[config.mk]
export PLATFORM = sky130hd
export DESIGN_NAME = dds_phase_gen_flat
export DESIGN_NICKNAME = d
export VERILOG_FILES = /design/src/rtl/dds_pkg.sv /design/src/rtl/dds_phase_gen_if.sv /design/src/rtl/dds_shift_mul.sv /design/src/rtl/dds_phase_gen.sv /design/src/flat_wrapper.sv
export SDC_FILE = /design/constraint.sdc
export NUM_CORES = 1
export LEC_CHECK = 0
export CORE_MARGIN = 2
export CORE_UTILIZATION = 45
export CTS_CLUSTER_DIAMETER = 60
export DETAILED_ROUTE_END_ITERATION = 7
export HOLD_SLACK_MARGIN = 0.02
export PLACE_DENSITY = 0.64
export SLEW_MARGIN = 20
export SYNTH_ARGS = -nofsm -noshare
export SYNTH_HDL_FRONTEND = slang
export SYNTH_SLANG_ARGS = --single-unit
[constraint.sdc]
create_clock -name Fg_CLK -period 3.7 [get_ports Fg_CLK]
set_input_delay 0.74 -clock Fg_CLK [delete_from_list [all_inputs] [get_ports Fg_CLK]]
set_output_delay 0.74 -clock Fg_CLK [all_outputs]
set_load 0.02 [all_outputs]
[src/rtl/dds_pkg.sv]
// ============================================================================
// dds_pkg : shared constants, FSM state type and helpers for dds_phase_gen
// Rev 1.0
// ============================================================================
`default_nettype none

package dds_pkg;

    localparam int FREQ_W     = 11;
    localparam int FREQ_MAX   = 1800;
    localparam int MUL_CYCLES = 11;
    localparam int CNT_W      = 4;

    localparam logic [15:0] LFSR_SEED = 16'hACE1;
    // Taps 16,14,13,11 expressed as a bit mask over lfsr[15:0].
    localparam logic [15:0] LFSR_TAPS = 16'hB400;

    typedef enum logic [1:0] {
        IDLE = 2'd0,
        MUL  = 2'd1,
        LOAD = 2'd2
    } state_t;

    function automatic logic [FREQ_W-1:0] clamp_freq(input logic [FREQ_W-1:0] code);
        return (code > FREQ_W'(FREQ_MAX)) ? FREQ_W'(FREQ_MAX) : code;
    endfunction

endpackage

`default_nettype wire

[src/rtl/dds_phase_gen_if.sv]
// ============================================================================
// dds_phase_gen_if : frequency-control and phase-output bundle of dds_phase_gen
// Rev 1.0
// ============================================================================
`default_nettype none

interface dds_phase_gen_if
    import dds_pkg::*;
#(
    parameter int PHASE_W = 24,
    parameter int ROM_AW  = 10
);
    logic [FREQ_W-1:0]  Address;
    logic               FreqChng;
    logic               PhaseRst;
    logic [ROM_AW-1:0]  PhaseAddr;
    logic [PHASE_W-1:0] TuneWord;
    logic               Busy;
    logic               Update;

    modport master (
        output Address, FreqChng, PhaseRst,
        input  PhaseAddr, TuneWord, Busy, Update
    );

    modport slave (
        input  Address, FreqChng, PhaseRst,
        output PhaseAddr, TuneWord, Busy, Update
    );

endinterface

`default_nettype wire

[src/rtl/dds_shift_mul.sv]
// ============================================================================
// dds_shift_mul : 11-cycle shift-add multiply of a frequency code by K_STEP
// Rev 1.0
// ============================================================================
`default_nettype none

module dds_shift_mul
    import dds_pkg::*;
#(
    parameter int          PHASE_W = 24,
    parameter logic [12:0] K_STEP  = 13'd1000
)(
    input  wire logic               clk,
    input  wire logic               rst,
    input  wire logic               start,
    input  wire logic [FREQ_W-1:0]  operand,
    output logic                    done,
    output logic [PHASE_W-1:0]      product
);

    logic [FREQ_W-1:0]  r_sr;
    logic [CNT_W-1:0]   r_cnt;
    logic               r_run;
    logic [PHASE_W-1:0] r_prod;
    logic [PHASE_W-1:0] w_addend;

    assign w_addend = PHASE_W'(K_STEP) << r_cnt;

    always_ff @(posedge clk or posedge rst) begin
        if (rst) begin
            r_sr   <= '0;
            r_cnt  <= '0;
            r_run  <= 1'b0;
            r_prod <= '0;
        end else if (start) begin
            r_sr   <= operand;
            r_cnt  <= '0;
            r_run  <= 1'b1;
            r_prod <= '0;
        end else if (r_run) begin
            if (r_sr[0]) begin
                r_prod <= r_prod + w_addend;
            end
            r_sr  <= r_sr >> 1;
            r_cnt <= r_cnt + CNT_W'(1);
            if (r_cnt == CNT_W'(MUL_CYCLES - 1)) begin
                r_run <= 1'b0;
            end
        end
    end

    // Asserted during the cycle whose edge performs the final partial-product add.
    assign done    = r_run && (r_cnt == CNT_W'(MUL_CYCLES - 1));
    assign product = r_prod;

endmodule

`default_nettype wire

[src/rtl/dds_phase_gen.sv]
// ============================================================================
// dds_phase_gen : DDS phase accumulator with multiplied tuning-word updates
// Optional PhaseAddr LFSR dither: define DDS_PHASE_DITHER_EN.   Rev 1.0
// ============================================================================
`default_nettype none

module dds_phase_gen
    import dds_pkg::*;
#(
    parameter int          PHASE_W = 24,
    parameter int          ROM_AW  = 10,
    parameter logic [12:0] K_STEP  = 13'd1000
)(
    input  wire logic       Fg_CLK,
    input  wire logic       RESET,
    dds_phase_gen_if.slave  bus
);

    state_t             r_state;
    state_t             w_next;
    logic               r_pending;
    logic [FREQ_W-1:0]  r_pend_addr;
    logic [PHASE_W-1:0] r_tune;
    logic [PHASE_W-1:0] r_acc;
    logic               w_start;
    logic [FREQ_W-1:0]  w_operand;
    logic               w_mul_done;
    logic [PHASE_W-1:0] w_product;

    always_ff @(posedge Fg_CLK or posedge RESET) begin
        if (RESET) begin
            r_state <= IDLE;
        end else begin
            r_state <= w_next;
        end
    end

    always_comb begin
        w_next    = r_state;
        w_start   = 1'b0;
        w_operand = clamp_freq(bus.Address);
        case (r_state)
            IDLE: begin
                if (bus.FreqChng) begin
                    w_start = 1'b1;
                    w_next  = MUL;
                end
            end
            MUL: begin
                if (w_mul_done) begin
                    w_next = LOAD;
                end
            end
            LOAD: begin
                w_next = IDLE;
                // A strobe in the LOAD cycle itself supersedes anything pending.
                if (bus.FreqChng) begin
                    w_start = 1'b1;
                    w_next  = MUL;
                end else if (r_pending) begin
                    w_start   = 1'b1;
                    w_operand = clamp_freq(r_pend_addr);
                    w_next    = MUL;
                end
            end
            default: w_next = IDLE;
        endcase
    end

    always_ff @(posedge Fg_CLK or posedge RESET) begin
        if (RESET) begin
            r_pending   <= 1'b0;
            r_pend_addr <= '0;
            r_tune      <= '0;
            r_acc       <= '0;
        end else begin
            if (r_state == LOAD) begin
                r_tune    <= w_product;
                r_pending <= 1'b0;
            end else if ((r_state == MUL) && bus.FreqChng) begin
                r_pending   <= 1'b1;
                r_pend_addr <= bus.Address;
            end
            r_acc <= bus.PhaseRst ? '0 : r_acc + r_tune;
        end
    end

    dds_shift_mul #(
        .PHASE_W (PHASE_W),
        .K_STEP  (K_STEP)
    ) u_mul (
        .clk     (Fg_CLK),
        .rst     (RESET),
        .start   (w_start),
        .operand (w_operand),
        .done    (w_mul_done),
        .product (w_product)
    );

`ifdef DDS_PHASE_DITHER_EN
    localparam int DITHER_W = ((PHASE_W - ROM_AW) > 16) ? 16 : (PHASE_W - ROM_AW);

    logic [15:0]        r_lfsr;
    logic [PHASE_W-1:0] w_dithered;

    always_ff @(posedge Fg_CLK or posedge RESET) begin
        if (RESET) begin
            r_lfsr <= LFSR_SEED;
        end else begin
            r_lfsr <= {r_lfsr[14:0], ^(r_lfsr & LFSR_TAPS)};
        end
    end

    // Dither perturbs only the ROM address; the accumulator stays exact.
    assign w_dithered    = r_acc + PHASE_W'(r_lfsr[DITHER_W-1:0]);
    assign bus.PhaseAddr = w_dithered[PHASE_W-1 -: ROM_AW];
`else
    assign bus.PhaseAddr = r_acc[PHASE_W-1 -: ROM_AW];
`endif

    assign bus.TuneWord = r_tune;
    assign bus.Busy     = (r_state != IDLE);
    assign bus.Update   = (r_state == LOAD);

endmodule

`default_nettype wire

[src/flat_wrapper.sv]
// flat-port wrapper written by rule: the top's interface ports become plain ports
module dds_phase_gen_flat import dds_pkg::*;
#(
    parameter int          PHASE_W = 24,
    parameter int          ROM_AW  = 10,
    parameter logic [12:0] K_STEP  = 13'd1000
)
  (Fg_CLK, RESET, bus_Address, bus_FreqChng, bus_PhaseRst, bus_PhaseAddr, bus_TuneWord, bus_Busy, bus_Update);
  dds_phase_gen_if #(.PHASE_W(PHASE_W), .ROM_AW(ROM_AW)) bus_i ();
  input  wire logic Fg_CLK;
  input  wire logic RESET;
  input wire logic [$bits(bus_i.Address)-1:0] bus_Address;
  input wire logic [$bits(bus_i.FreqChng)-1:0] bus_FreqChng;
  input wire logic [$bits(bus_i.PhaseRst)-1:0] bus_PhaseRst;
  output wire logic [$bits(bus_i.PhaseAddr)-1:0] bus_PhaseAddr;
  output wire logic [$bits(bus_i.TuneWord)-1:0] bus_TuneWord;
  output wire logic [$bits(bus_i.Busy)-1:0] bus_Busy;
  output wire logic [$bits(bus_i.Update)-1:0] bus_Update;
  assign bus_i.Address = bus_Address;
  assign bus_i.FreqChng = bus_FreqChng;
  assign bus_i.PhaseRst = bus_PhaseRst;
  assign bus_PhaseAddr = bus_i.PhaseAddr;
  assign bus_TuneWord = bus_i.TuneWord;
  assign bus_Busy = bus_i.Busy;
  assign bus_Update = bus_i.Update;
  dds_phase_gen #(.PHASE_W(PHASE_W), .ROM_AW(ROM_AW), .K_STEP(K_STEP)) u_core (.Fg_CLK(Fg_CLK), .RESET(RESET), .bus(bus_i));
endmodule
==> results of run 1 <==
[area by class of cell]
type | instances | share of cell area
multi-input combinational | 526 | 0.519
sequential | 95 | 0.325
timing repair buffer | 54 | 0.0732
clock buffer | 11 | 0.0332
tap | 180 | 0.0308
inverter | 19 | 0.0101
clock inverter | 5 | 0.00873
[logic make-up (layout without fill, tap and decap cells)]
logic type / Yosys count / after routing / share of synthesized area
flops: 95 / 95 / 0.368
simple gates: 203 / 203 / 0.162
mux: 53 / 53 / 0.0892
buf+inv: 61 / 89 / 0.0476
compound gates: 201 / 201 / 0.215
other cells: 1 / 4 / 0.000580
fa+ha+maj: 49 / 49 / 0.0960
xor+xnor: 16 / 16 / 0.0217
[placed cells by master (no fill, tap or decap), types with 4 or more instances in the layout]
cell type,netlist,routed
and3_1,12,12
nand2b_1,5,5
a21oi_1,54,54
xnor2_1,12,12
nor3b_1,4,4
mux2i_1,16,16
o21bai_1,4,4
inv_1,19,18
o21a_1,8,8
clkdlybuf4s50_1,0,47
a211oi_1,19,19
nor2b_1,21,20
ha_1,48,48
o31ai_1,5,5
nor3_1,17,17
and2_1,7,7
o21ai_0,37,37
xor2_1,4,4
a21o_1,17,17
nand2_1,47,47
nand3_1,12,12
nor2_1,44,44
nor4_1,8,8
dfrtp_1,95,95
a221oi_1,6,6
clkbuf_16,0,9
mux2_2,36,36
buf_4,15,6
nand4_1,5,5
a211o_1,4,4
conb_1,1,4
[worst paths after layout]
path	slack (ps)	cells after the start	startpoint	to
worst max-delay path	480	11	u_core.u_mul.r_cnt[0]$_DFFE_PP0N_	u_core.u_mul.product[14]$_DFFE_PP0P_
worst min-delay path	520	2	u_core.u_mul.r_sr[10]$_DFFE_PP0N_	u_core.u_mul.r_sr[10]$_DFFE_PP0N_
worst max register to register	480	11	u_core.u_mul.r_cnt[0]$_DFFE_PP0N_	u_core.u_mul.product[14]$_DFFE_PP0P_
worst min register to register	520	2	u_core.u_mul.r_sr[10]$_DFFE_PP0N_	u_core.u_mul.r_sr[10]$_DFFE_PP0N_
max in group asynchronous	2170	3	RESET	u_core.r_acc[4]$_DFF_PP0_
min in group asynchronous	860	2	RESET	u_core.r_acc[19]$_DFF_PP0_
[critical path: stages (launching register included)]
cell and delay (ps):
dfrtp_1 510, inv_1 130, ha_1 280, mux2i_1 180, nor2b_1 180, ha_1 340, and3_4 230, and3_4 180
a311oi_2 480, o21ai_2 150, or3_1 320, o2111a_1 130
[routing by layer]
| layer | part of all wire | vias up |
|---|---|---|
| met5 | 0 | - |
| met2 | 0.47 | 129 |
| met4 | 0.024 | 0 |
| li1 | - | 2566 |
| met3 | 0.043 | 28 |
| met1 | 0.46 | 2537 |
[metrics by stage]
step / utilization / setup slack (ps) / std cells / instance area, um^2 / hold slack [ps]
after global routing: 0.525 / 209 / 890 / 7310 / 567
after detailed placement: 0.503 / 474 / 874 / 7010 / 504
after floorplan: - / 483 / 682 / 6480 / 478
final: 0.525 / 477 / 890 / 7310 / 520
after CTS: 0.525 / 459 / 890 / 7310 / 520
after global placement: 0.503 / 596 / 874 / 7010 / 503
[cells in the mapped netlist, drive strengths merged, types with 12 or more instances]
| master | n | area, um^2 |
|---|---|---|
| a21o | 19 | 145 |
| mux2i | 16 | 160 |
| mux2 | 37 | 417 |
| a21oi | 54 | 270 |
| inv | 19 | 71.3 |
| and3 | 14 | 97.6 |
| clkbuf | 18 | 77.6 |
| a211oi | 22 | 180 |
| xnor2 | 12 | 105 |
| nor3 | 17 | 85.1 |
| ha | 48 | 601 |
| nor2 | 45 | 171 |
| dfrtp | 95 | 2380 |
| o21ai | 41 | 209 |
| nor2b | 21 | 131 |
| buf | 24 | 159 |
| nand3 | 12 | 60.1 |
| nand2 | 47 | 176 |
[power groups by stage]
| stage | Sequential [uW] | Combinational [uW] | Clock, uW |
|---|---|---|---|
| 4_1_cts | 1850 | 4070 | 994 |
| 2_1_floorplan | 1800 | 3170 | 0 |
| 3_3_place_gp | 1850 | 3970 | 0 |
| 3_5_place_dp | 1870 | 4050 | 0 |
| 5_1_grt | 1920 | 4570 | 1030 |
| 6_report | 1860 | 4070 | 957 |
[state kept, by name, indices dropped and copies added, names as in the netlist]
name and flops:
u_core.u_mul.r_run 1, u_core.r_acc 23, u_core.r_state 2, u_core.u_mul.r_sr 11, u_core.u_mul.r_cnt 4, u_core.r_pend_addr 11, u_core.u_mul.product 21, u_core.r_pending 1
u_core.bus.TuneWord 21
==> impl_metrics.tcl, run 1 <==
set metrics [dict create \
    grt_usage 0.207 \
    ios 51 \
    wl_um 14800 \
    synthCells 679 \
    cts_resized 0 \
    use_met2 0.348 \
    insertion_delay_ps 350 \
    ys_seq_elements 95 \
    power_switching_uw 3080 \
    status "complete, no violations" \
    multi_input_area_um2 3790 \
    p_seq_frac 0.269 \
    cts_hold_buf 0 \
    hold_viol_final 0 \
    cts.sinks 95 \
    seq_area_frac_synth 0.368 \
    regArea_um2 2380 \
    power_density_nw_per_um2 942 \
    synth_edf_count 0 \
    critPathArrivalTime_ps 3460 \
    use_met3 0.0449 \
    busiest_layer "met2" \
    ir_worst_vdd_v 0.000486 \
    die_w_um 124 \
    grt_pass1_vias 5102 \
    numCtsBuffers 9 \
    clkPwrFrac 0.139 \
    fmax_mhz 310 \
    grt_first_pass_wirelength_um 24800 \
    initial_utilization 0.464 \
    grt_use_met1 0.263 \
    dieArea_um2 15300 \
    end_kind "flop" \
    finClkSkew_ps 12.7 \
    p_int_uw 3800 \
    async_flop_share 1.00 \
    cp_max_fo 9 \
    setup_tns_ps 0 \
    p_total_uw 6890 \
    gp_congestion 0.932 \
    comb_power_share 0.591 \
    coreArea_um2 13900 \
    grt_max_degree 57 \
    drt-initial-drc-count 329 \
    root_buffer "clkbuf_16" \
    post-route-drc-count 0 \
    fill_cells 1285 \
    cts_tree "built" \
    finalSetupViolCount 0 \
    drive_gt1_frac 0.113 \
    antenna_found_initial 0 \
    rows 43 \
    yosysWarningCount 0 \
    crit_type "reg -> reg" \
    clk_pin_slew_ps 70 \
    drt-wirelength-per-cell_um 16.6 \
    p_sw_frac 0.448 \
    syn2layout_area_growth_pct 13.1 \
    tightest_slew_ps 733 \
    nets 769 \
    cts_htree_levels 3 \
    cap_violations 0 \
    vias 5260 \
    power.leakage_uw 0.00332 \
    avgSynthCellArea_um2 9.52 \
    cp.required_ps 3940 \
    viasPerCell 5.91 \
    drt_first_pass_iters 4 \
    startpoint_type "flop" \
    diodes 0 \
    synth_area_um2 6470 \
    cts_setup_buffers 0 \
    rsz0062_at_grt "false" \
    slew_viol_final 0 \
    io_buffer_count 47 \
    hold_path_class "reg -> reg" \
    finalCritPeriodShare 0.871 \
    timing.slew.headroom 0.505 \
    ys_types 78 \
    cts_buffer_depth 2 \
    fin_crit_ps 3220 \
    grt_overflow 0 \
    dpl.hpwl_um 11000 \
    dieHeight_um 124 \
    detail-route-antenna-nets 0 \
    synth-main-ff-cell "dfrtp_1" \
]
Power figures use the tool's default switching activity.
==> run 2: changes to the inputs <==
Settings changed: SYNTH_HIERARCHICAL from default to 1.
==> impl_metrics.tcl, run 2 <==
set metrics [dict create \
    synth_area_um2 6650 \
    power.leakage_uw 0.00357 \
    insertion_delay_ps 350 \
    synthCells 706 \
    final_area_um2 7530 \
    status "complete, no violations" \
    cts_tree "built" \
    fin_crit_ps 3180 \
    rsz0062_at_grt "false" \
    fmax_mhz 314 \
    synth_most_common_cell "dfrtp_1" \
    die_w_um 126 \
    drt_first_pass_iters 5 \
    syn2layout_area_growth_pct 13.2 \
    tightest_slew_ps 805 \
    rr_endpoint "u_core/u_mul/product[21]$_DFFE_PP0P_" \
    ys_top_cells_by_count "99 x dfrtp_1, 66 x nand2_1, 53 x a21oi_1, 50 x ha_1, 47 x nor2_1" \
    finClkSkew_ps 6.07 \
    yosysTopAreaCell "dfrtp_1" \
    viasPerCell 5.79 \
    final_common_cell "dfrtp_1" \
    grt_first_pass_wirelength_um 25400 \
    clk_pin_slew_ps 70 \
    ir_worst_vdd_v 0.000342 \
    coreArea_um2 14500 \
    hold_path_class "reg -> reg" \
    cts_setup_buffers 0 \
    cts.sinks 99 \
    cts_hold_buf 0 \
    nets 802 \
    cap_violations 0 \
    rows 44 \
    startpoint_type "flop" \
    grt_usage 0.196 \
    drt-initial-drc-count 376 \
    critPathArrivalTime_ps 3420 \
    finalSetupViolCount 0 \
    synth_top_area_frac 0.372 \
    async_flop_share 1.00 \
    synth-main-ff-cell "dfrtp_1" \
    seq_area_frac_synth 0.372 \
    yosys-top-cells-area "dfrtp_1 37%, ha_1 9.4%, mux2_2 6.6%" \
    timing.slew.headroom 0.463 \
    reg2reg_slack_ps 520 \
    cp_max_fo 9 \
    grt_pass1_vias 5194 \
    layout.cells.non_filler 923 \
    crit_start "u_core/u_mul/r_cnt[1]$_DFFE_PP0N_" \
    detail-route-antenna-nets 0 \
    cts_resized 0 \
    cts_htree_levels 3 \
    antenna_found_initial 0 \
    root_buffer "clkbuf_16" \
    mostFrequentLayoutCells "99 x dfrtp_1, 66 x nand2_1, 53 x a21oi_1, 50 x clkdlybuf4s50_1, 50 x ha_1" \
    wl_um 15100 \
    crit_type "reg -> reg" \
    numCtsBuffers 9 \
    hold_viol_final 0 \
    end_kind "flop" \
    reg2reg_from "u_core/u_mul/r_cnt[1]$_DFFE_PP0N_" \
    drive_gt1_frac 0.116 \
    gp_congestion 0.905 \
    dieHeight_um 126 \
    dpl.hpwl_um 11200 \
    endpoint "u_core/u_mul/product[21]$_DFFE_PP0P_" \
    synth_edf_count 0 \
    grt_overflow 0 \
    slew_viol_final 0 \
    p_total_uw 6240 \
    vias 5343 \
    finalCritPeriodShare 0.861 \
    grt_max_degree 47 \
    dieArea_um2 15800 \
    ys_types 71 \
    placed_cells 908 \
    cp.required_ps 3940 \
    power_density_nw_per_um2 828 \
    setup_tns_ps 0 \
    io_buffer_count 50 \
    ys_seq_elements 99 \
    r2r_cells 11 \
    yosysWarningCount 6 \
    diodes 0 \
    ios 51 \
    cts_buffer_depth 2 \
    drt-wirelength-per-cell_um 16.4 \
    avgSynthCellArea_um2 9.42 \
    placed_cell_area_um2 7250 \
    post-route-drc-count 0 \
    initial_utilization 0.459 \
]
## run 2: layout make-up
| class | instances | area, um^2 |
|---|---|---|
| Fill cell | 1318 | 6950 |
| Inverter | 24 | 91.3 |
| Tap cell | 184 | 230 |
| Clock buffer | 12 | 256 |
| Sequential cell | 99 | 2480 |
| Multi-Input combinational cell | 541 | 3880 |
| Clock inverter | 3 | 22.5 |
| Timing Repair Buffer | 60 | 576 |
## run 2: worst min path at each step
stage | start | endpoint | slack (ps) | cells past startpoint
6_report | u_core/u_mul/product[18]$_DFFE_PP0P_ | u_core/u_mul/product[18]$_DFFE_PP0P_ | 530 | 2
5_1_grt | u_core/u_mul/product[18]$_DFFE_PP0P_ | u_core/u_mul/product[18]$_DFFE_PP0P_ | 550 | 2
3_5_place_dp | u_core/r_pend_addr[3]$_DFFE_PP0P_ | u_core/r_pend_addr[3]$_DFFE_PP0P_ | 510 | 2
3_3_place_gp | u_core/r_pend_addr[3]$_DFFE_PP0P_ | u_core/r_pend_addr[3]$_DFFE_PP0P_ | 500 | 2
2_1_floorplan | u_core/r_pend_addr[3]$_DFFE_PP0P_ | u_core/r_pend_addr[3]$_DFFE_PP0P_ | 470 | 2
4_1_cts | u_core/r_pend_addr[3]$_DFFE_PP0P_ | u_core/r_pend_addr[3]$_DFFE_PP0P_ | 530 | 2
## run 2: stage by stage
step                 util  setup slack, ps  hold slack, ps
finish              0.520              516             529
global route        0.520              221             554
CTS                 0.520              542             531
detailed placement  0.501              594             511
global placement    0.501              691             498
floorplan               -              876             471
## run 2: cell families after synthesis
group,count (synthesis),share of synthesized area
and+or+nand+nor,209,0.152
AOI/OAI and AO/OA,197,0.204
DFF,99,0.372
buffers and inverters,68,0.0465
muxes,58,0.0948
adders and majority gates,52,0.100
xor gates and xnor gates,22,0.0290
other,1,0.000564
## run 2: per-layer routing
metal | vias to the layer above | routed length, um | track usage
met4 | 0 | 297 | 0.0791
li1 | 2611 | - | -
met3 | 31 | 483 | 0.0278
met5 | - | 0 | 0
met1 | 2601 | 7190 | 0.266
met2 | 100 | 7120 | 0.318
## run 2: critical path, stage by stage, from the launching register on
cell and delay [ps]:
dfrtp_1 520, ha_1 330, ha_1 180, nor2_1 40, a21oi_1 220, ha_1 380, a21oi_1 240, o21a_1 200
nand2b_1 120, a211oi_1 100, or4_1 490, a32o_1 270
## run 2: report_power, final
| part | switching (uW) | total (uW) | internal, uW |
|---|---|---|---|
| Clock | 399 | 890 | 492 |
| Sequential | 392 | 1890 | 1500 |
| Combinational | 1970 | 3450 | 1490 |
| Total | 2760 | 6240 | 3480 |
